==> config.mk <==
export PLATFORM = sky130hd
export DESIGN_NAME = hazard_ctrl
export DESIGN_NICKNAME = d
export VERILOG_FILES = /design/src/rtl/hazard_ctrl.sv
export SDC_FILE = /design/constraint.sdc
export NUM_CORES = 1
export LEC_CHECK = 0
export ABC_AREA = 0
export CORE_AREA = 2 2 119 75
export DETAILED_ROUTE_END_ITERATION = 7
export DIE_AREA = 0 0 121 77
export GPL_TIMING_DRIVEN = 0
export PLACE_DENSITY = 0.9
export SLEW_MARGIN = 0
export SYNTH_ARGS = -nofsm -noshare
export SYNTH_HDL_FRONTEND = slang
export SYNTH_SLANG_ARGS = --single-unit
==> constraint.sdc <==
create_clock -name clk -period 10.84 [get_ports clk]
set_input_delay 2.71 -clock clk [delete_from_list [all_inputs] [get_ports clk]]
set_output_delay 2.71 -clock clk [all_outputs]
set_load 0.01 [all_outputs]
==> src/rtl/hazard_ctrl.sv <==
// Hazard controller for the 5-stage RV32 pipeline: stall/flush/bubble/freeze controls and EX forwarding selects.
// Ports: register ids/enables/load flags from ID, EX, MEM and WB; branch pulse and target; mem_busy.
// Outputs: IF/ID stall (data_hazard) and clear (control_hazard), idex_flush, pipe_freeze, PC redirect, fwd_a/fwd_b, perf counters.
// All control outputs are combinational. Only the pending redirect, the state and the counters are registered.
module hazard_ctrl #(
    parameter int CNT_W = 16
) (
    input  logic             clk,
    input  logic             rst,
    input  logic [4:0]       ID_rs1,
    input  logic [4:0]       ID_rs2,
    input  logic             ID_re1,
    input  logic             ID_re2,
    input  logic [4:0]       EX_rs1,
    input  logic [4:0]       EX_rs2,
    input  logic [4:0]       EX_rd,
    input  logic             EX_we,
    input  logic             EX_is_load,
    input  logic [4:0]       MEM_rd,
    input  logic             MEM_we,
    input  logic             MEM_is_load,
    input  logic [4:0]       WB_rd,
    input  logic             WB_we,
    input  logic             br_pulse,
    input  logic [31:0]      br_target,
    input  logic             mem_busy,
    output logic             data_hazard,
    output logic             control_hazard,
    output logic             idex_flush,
    output logic             pipe_freeze,
    output logic             pc_redirect,
    output logic [31:0]      redirect_pc,
    output logic [1:0]       fwd_a,
    output logic [1:0]       fwd_b,
    output logic [CNT_W-1:0] stall_cycles,
    output logic [CNT_W-1:0] flush_count
);

    typedef enum logic {RUN, WAIT} state_t;

    state_t           state_q, state_d;
    logic             pend_q, pend_d;
    logic [31:0]      pend_pc_q, pend_pc_d;
    logic [CNT_W-1:0] stall_cycles_q, stall_cycles_d;
    logic [CNT_W-1:0] flush_count_q, flush_count_d;

    logic load_use;

    // A load in MEM has no result yet on the EX/MEM path, so it only
    // becomes forwardable once it reaches WB.
    function automatic logic [1:0] fwd_sel(input logic [4:0] rs);
        if (MEM_we && !MEM_is_load && (MEM_rd != 5'd0) && (MEM_rd == rs))
            return 2'b01;
        else if (WB_we && (WB_rd != 5'd0) && (WB_rd == rs))
            return 2'b10;
        else
            return 2'b00;
    endfunction

    assign load_use = EX_is_load && EX_we && (EX_rd != 5'd0) &&
                      ((ID_re1 && (ID_rs1 == EX_rd)) || (ID_re2 && (ID_rs2 == EX_rd)));

    // Outputs: freeze beats redirect beats load-use; reset forces everything low.
    always_comb begin
        data_hazard    = 1'b0;
        control_hazard = 1'b0;
        idex_flush     = 1'b0;
        pipe_freeze    = 1'b0;
        pc_redirect    = 1'b0;
        redirect_pc    = 32'd0;
        fwd_a          = 2'b00;
        fwd_b          = 2'b00;
        if (!rst) begin
            fwd_a       = fwd_sel(EX_rs1);
            fwd_b       = fwd_sel(EX_rs2);
            redirect_pc = br_pulse ? br_target : pend_pc_q;
            if (mem_busy) begin
                pipe_freeze = 1'b1;
                data_hazard = 1'b1;
            end else if (br_pulse || pend_q) begin
                // Any load-use in ID is moot: that instruction is being flushed.
                pc_redirect    = 1'b1;
                control_hazard = 1'b1;
                idex_flush     = 1'b1;
            end else if (load_use) begin
                data_hazard = 1'b1;
                idex_flush  = 1'b1;
            end
        end
    end

    // Next state: pending redirect capture and saturating counters.
    always_comb begin
        state_d        = state_q;
        pend_d         = pend_q;
        pend_pc_d      = pend_pc_q;
        stall_cycles_d = stall_cycles_q;
        flush_count_d  = flush_count_q;

        case (state_q)
            RUN:     if (mem_busy)  state_d = WAIT;
            WAIT:    if (!mem_busy) state_d = RUN;
            default: state_d = RUN;
        endcase

        if (mem_busy && br_pulse) begin
            pend_d    = 1'b1;
            pend_pc_d = br_target;
        end else if (pc_redirect) begin
            pend_d = 1'b0;
        end

        if (data_hazard && (stall_cycles_q != {CNT_W{1'b1}}))
            stall_cycles_d = stall_cycles_q + CNT_W'(1);
        if (pc_redirect && (flush_count_q != {CNT_W{1'b1}}))
            flush_count_d = flush_count_q + CNT_W'(1);
    end

    always_ff @(posedge clk or posedge rst) begin
        if (rst) begin
            state_q        <= RUN;
            pend_q         <= 1'b0;
            pend_pc_q      <= 32'd0;
            stall_cycles_q <= '0;
            flush_count_q  <= '0;
        end else begin
            state_q        <= state_d;
            pend_q         <= pend_d;
            pend_pc_q      <= pend_pc_d;
            stall_cycles_q <= stall_cycles_d;
            flush_count_q  <= flush_count_d;
        end
    end

    assign stall_cycles = stall_cycles_q;
    assign flush_count  = flush_count_q;

endmodule

==> qor.csv <==
metric,value,unit
outcome,"complete, no violations",
fill_cells,600,
worstSkewPairLatency,310,ps
cts-root-buf,clkbuf_16,
placed_cells_incl_taps,611,
finalSetupViolCount,0,
p_int,0.6286,mW
mostFrequentLayoutCell,clkdlybuf4s50_1,
cp-start-kind,primary input,
num_vias,3122,
htree_num_levels,3,
min_path_type,reg -> reg,
fin_tns_setup,0,ps
start_util,0.4480,
io_pins,151,
fin_total_pwr,0.8585,mW
slew_headroom,0.5079,
fmax,125.2,MHz
drt_pass1_iterations,4,
crit_path_end,fwd_a[1],
placed_cell_area,5339,sq um
cts_hold_buf,0,
antenna_cells,0,
fin_util,0.6888,
yosys.area.top_type,dfrtp_1,
dp_hpwl,7.532,mm
synthCells,349,
clock-sinks,65,
ys_types,36,
reg2reg_depth,7,
clk_path_buf_depth,2,
viasPerCell,4.979,
avgSynthCellArea,10.57,sq um
fin_crit,7988,ps
cp_cell_sequence,clkdlybuf4s50_1 -> inv_2 -> o211ai_1 -> or4_1 -> nor4_1 -> clkdlybuf4s50_1,
crit_start,rst,
timing.rr.start,stall_cycles[0]$_DFFE_PP0P_,
rsz0062_at_grt,no,
p_per_area,151.4,nW/um^2
routed_wl,9.629,mm
area_growth,53.75,%
r2r-end,stall_cycles[1]$_DFFE_PP0P_,
rows,26,
grt_pass1_wl,16.13,mm
cts_resized,0,
finalCritPeriodShare,0.7369,
fin_skew,3.628,ps
grt_max_degree,38,
fin_cells,627,
synth_seq_cells,65,
tightest_slew,738.1,ps
final_area,5669,sq um
crit_fanout,31,
cts_setup_buffers,0,
die_h,77,um
synth_top_area_frac,0.4411,
grt_remaining_overflow,0,
track_usage,0.2154,
design.die.area,9317,sq um
cp_data_arrival_time,5280,ps
irDropWorstVdd,0.0001720,V
path_clk_slew,50,ps
grt_pass1_vias,3283,
p_comb_frac,0.264,
endpoint_kind,primary output,
p_sw_frac,0.2678,
mostFrequentLayoutCells,"clkdlybuf4s50_1, dfrtp_1, nor2_1, mux2_2",
switching_power,0.2299,mW
gp_congestion,0.9541,
ant_nets,0,
core,8230,sq um
fin_nets,590,
cts_tree,built,
yosysWarnings,0,
wl_per_cell,15.36,um
critical-path-slowest-cell,clkdlybuf4s50_1,
slew_violations,0,
criticalPathCategory,in -> out,
drive_gt1_frac,0.1301,
seqPwrFrac,0.373,
synth_nets,429,
r2r_slack,8570,ps
cp.required,8130,ps
crit_path_frequent_cell,clkdlybuf4s50_1,
drt-initial-drc-count,135,
p_leak,2.399,nW
power_frac_clock,0.363,
numPortBuffers,149,
hold_viol_final,0,
slowest_delay,590,ps
drv_cap,0,
antenna_found_initial,0,
die_x,121,um
drc,0,
cts_made_buffers,9,
syn_area,3687,sq um
ys_top_cells_by_area,"dfrtp_1, mux2_2, mux2i_1",
synth_seq_area_share,0.4411,
layer usage:
metal  part of all wire  routed length, um  GRT usage
met1               0.46               4405     0.2828
met2               0.48               4608     0.3579
met3              0.053                515    0.05357
met4              0.010                100    0.05116
met5                  0                  0          0
cells in the mapped netlist, drive strengths merged:
| cell type | instances |
|---|---|
| nand2 | 17 |
| clkbuf | 5 |
| o211ai | 1 |
| or3 | 2 |
| a21boi | 2 |
| or2 | 3 |
| xnor2 | 27 |
| nand3 | 11 |
| o21ai | 1 |
| ha | 2 |
| nor3b | 2 |
| a21oi | 6 |
| nand4 | 8 |
| mux2i | 32 |
| xor2 | 32 |
| nor4 | 8 |
| o22ai | 1 |
| nor3 | 16 |
| nor2 | 47 |
| inv | 9 |
| mux2 | 34 |
| dfrtp | 65 |
| or4 | 4 |
| buf | 8 |
| o31a | 1 |
| a211oi | 1 |
| and3 | 4 |
sequential cells by signal (all words and copies together) (netlist names):
name / flops
pend_q: 1
flush_count: 16
pend_pc_q: 32
stall_cycles: 16
how the worst min path moves through the flow:
stage,start,cells after the start,to
2_1_floorplan,pend_pc_q[30]$_DFFE_PP0P_,1,pend_pc_q[30]$_DFFE_PP0P_
3_3_place_gp,stall_cycles[11]$_DFFE_PP0P_,1,stall_cycles[11]$_DFFE_PP0P_
3_5_place_dp,stall_cycles[5]$_DFFE_PP0P_,1,stall_cycles[5]$_DFFE_PP0P_
4_1_cts,stall_cycles[5]$_DFFE_PP0P_,1,stall_cycles[5]$_DFFE_PP0P_
5_1_grt,pend_pc_q[27]$_DFFE_PP0P_,1,pend_pc_q[27]$_DFFE_PP0P_
6_report,stall_cycles[5]$_DFFE_PP0P_,1,stall_cycles[5]$_DFFE_PP0P_
per-stage QoR:
stage                     hold slack (ps)  setup slack [ps]
final                               493.9              2852
after detailed placement            483.8              2769
after CTS                           494.9              2784
after floorplan                     478.6              2892
after global placement              478.4              1382
after global routing                506.7              2591
worst max-delay path: cells and delay by family:
family / cells / cell delay (ps)
AOI/OAI and AO/OA: 1 / 190
buffers and inverters: 3 / 1570
and+or+nand+nor: 2 / 790
kinds of logic after synthesis:
logic type,share of synthesized area
fa+ha+maj,0.006785
compound gates,0.02511
simple gates,0.1686
xor+xnor,0.1401
mux,0.1907
flops,0.4411
buf+inv,0.02749
cell type report:
class                   instances  area, sq um  area share
multi-input cells             262         1959      0.3456
flip-flops and latches         65         1627      0.2869
repair buffers                150         1511      0.2666
clock buffers                  11        252.7     0.04458
well taps                     112        140.1     0.02472
clock inverters                 5        77.57     0.01368
plain buffers                  13        67.56     0.01192
inverters                       9        33.78    0.005959
power groups by stage:
stage	Sequential (mW)	Combinational, mW	Clock, mW
4_1_cts	0.320	0.229	0.319
5_1_grt	0.327	0.244	0.333
6_report	0.320	0.226	0.312
3_5_place_dp	0.323	0.227	0
2_1_floorplan	0.326	0.0958	0
3_3_place_gp	0.321	0.219	0
(Power assumes the default switching activity.)
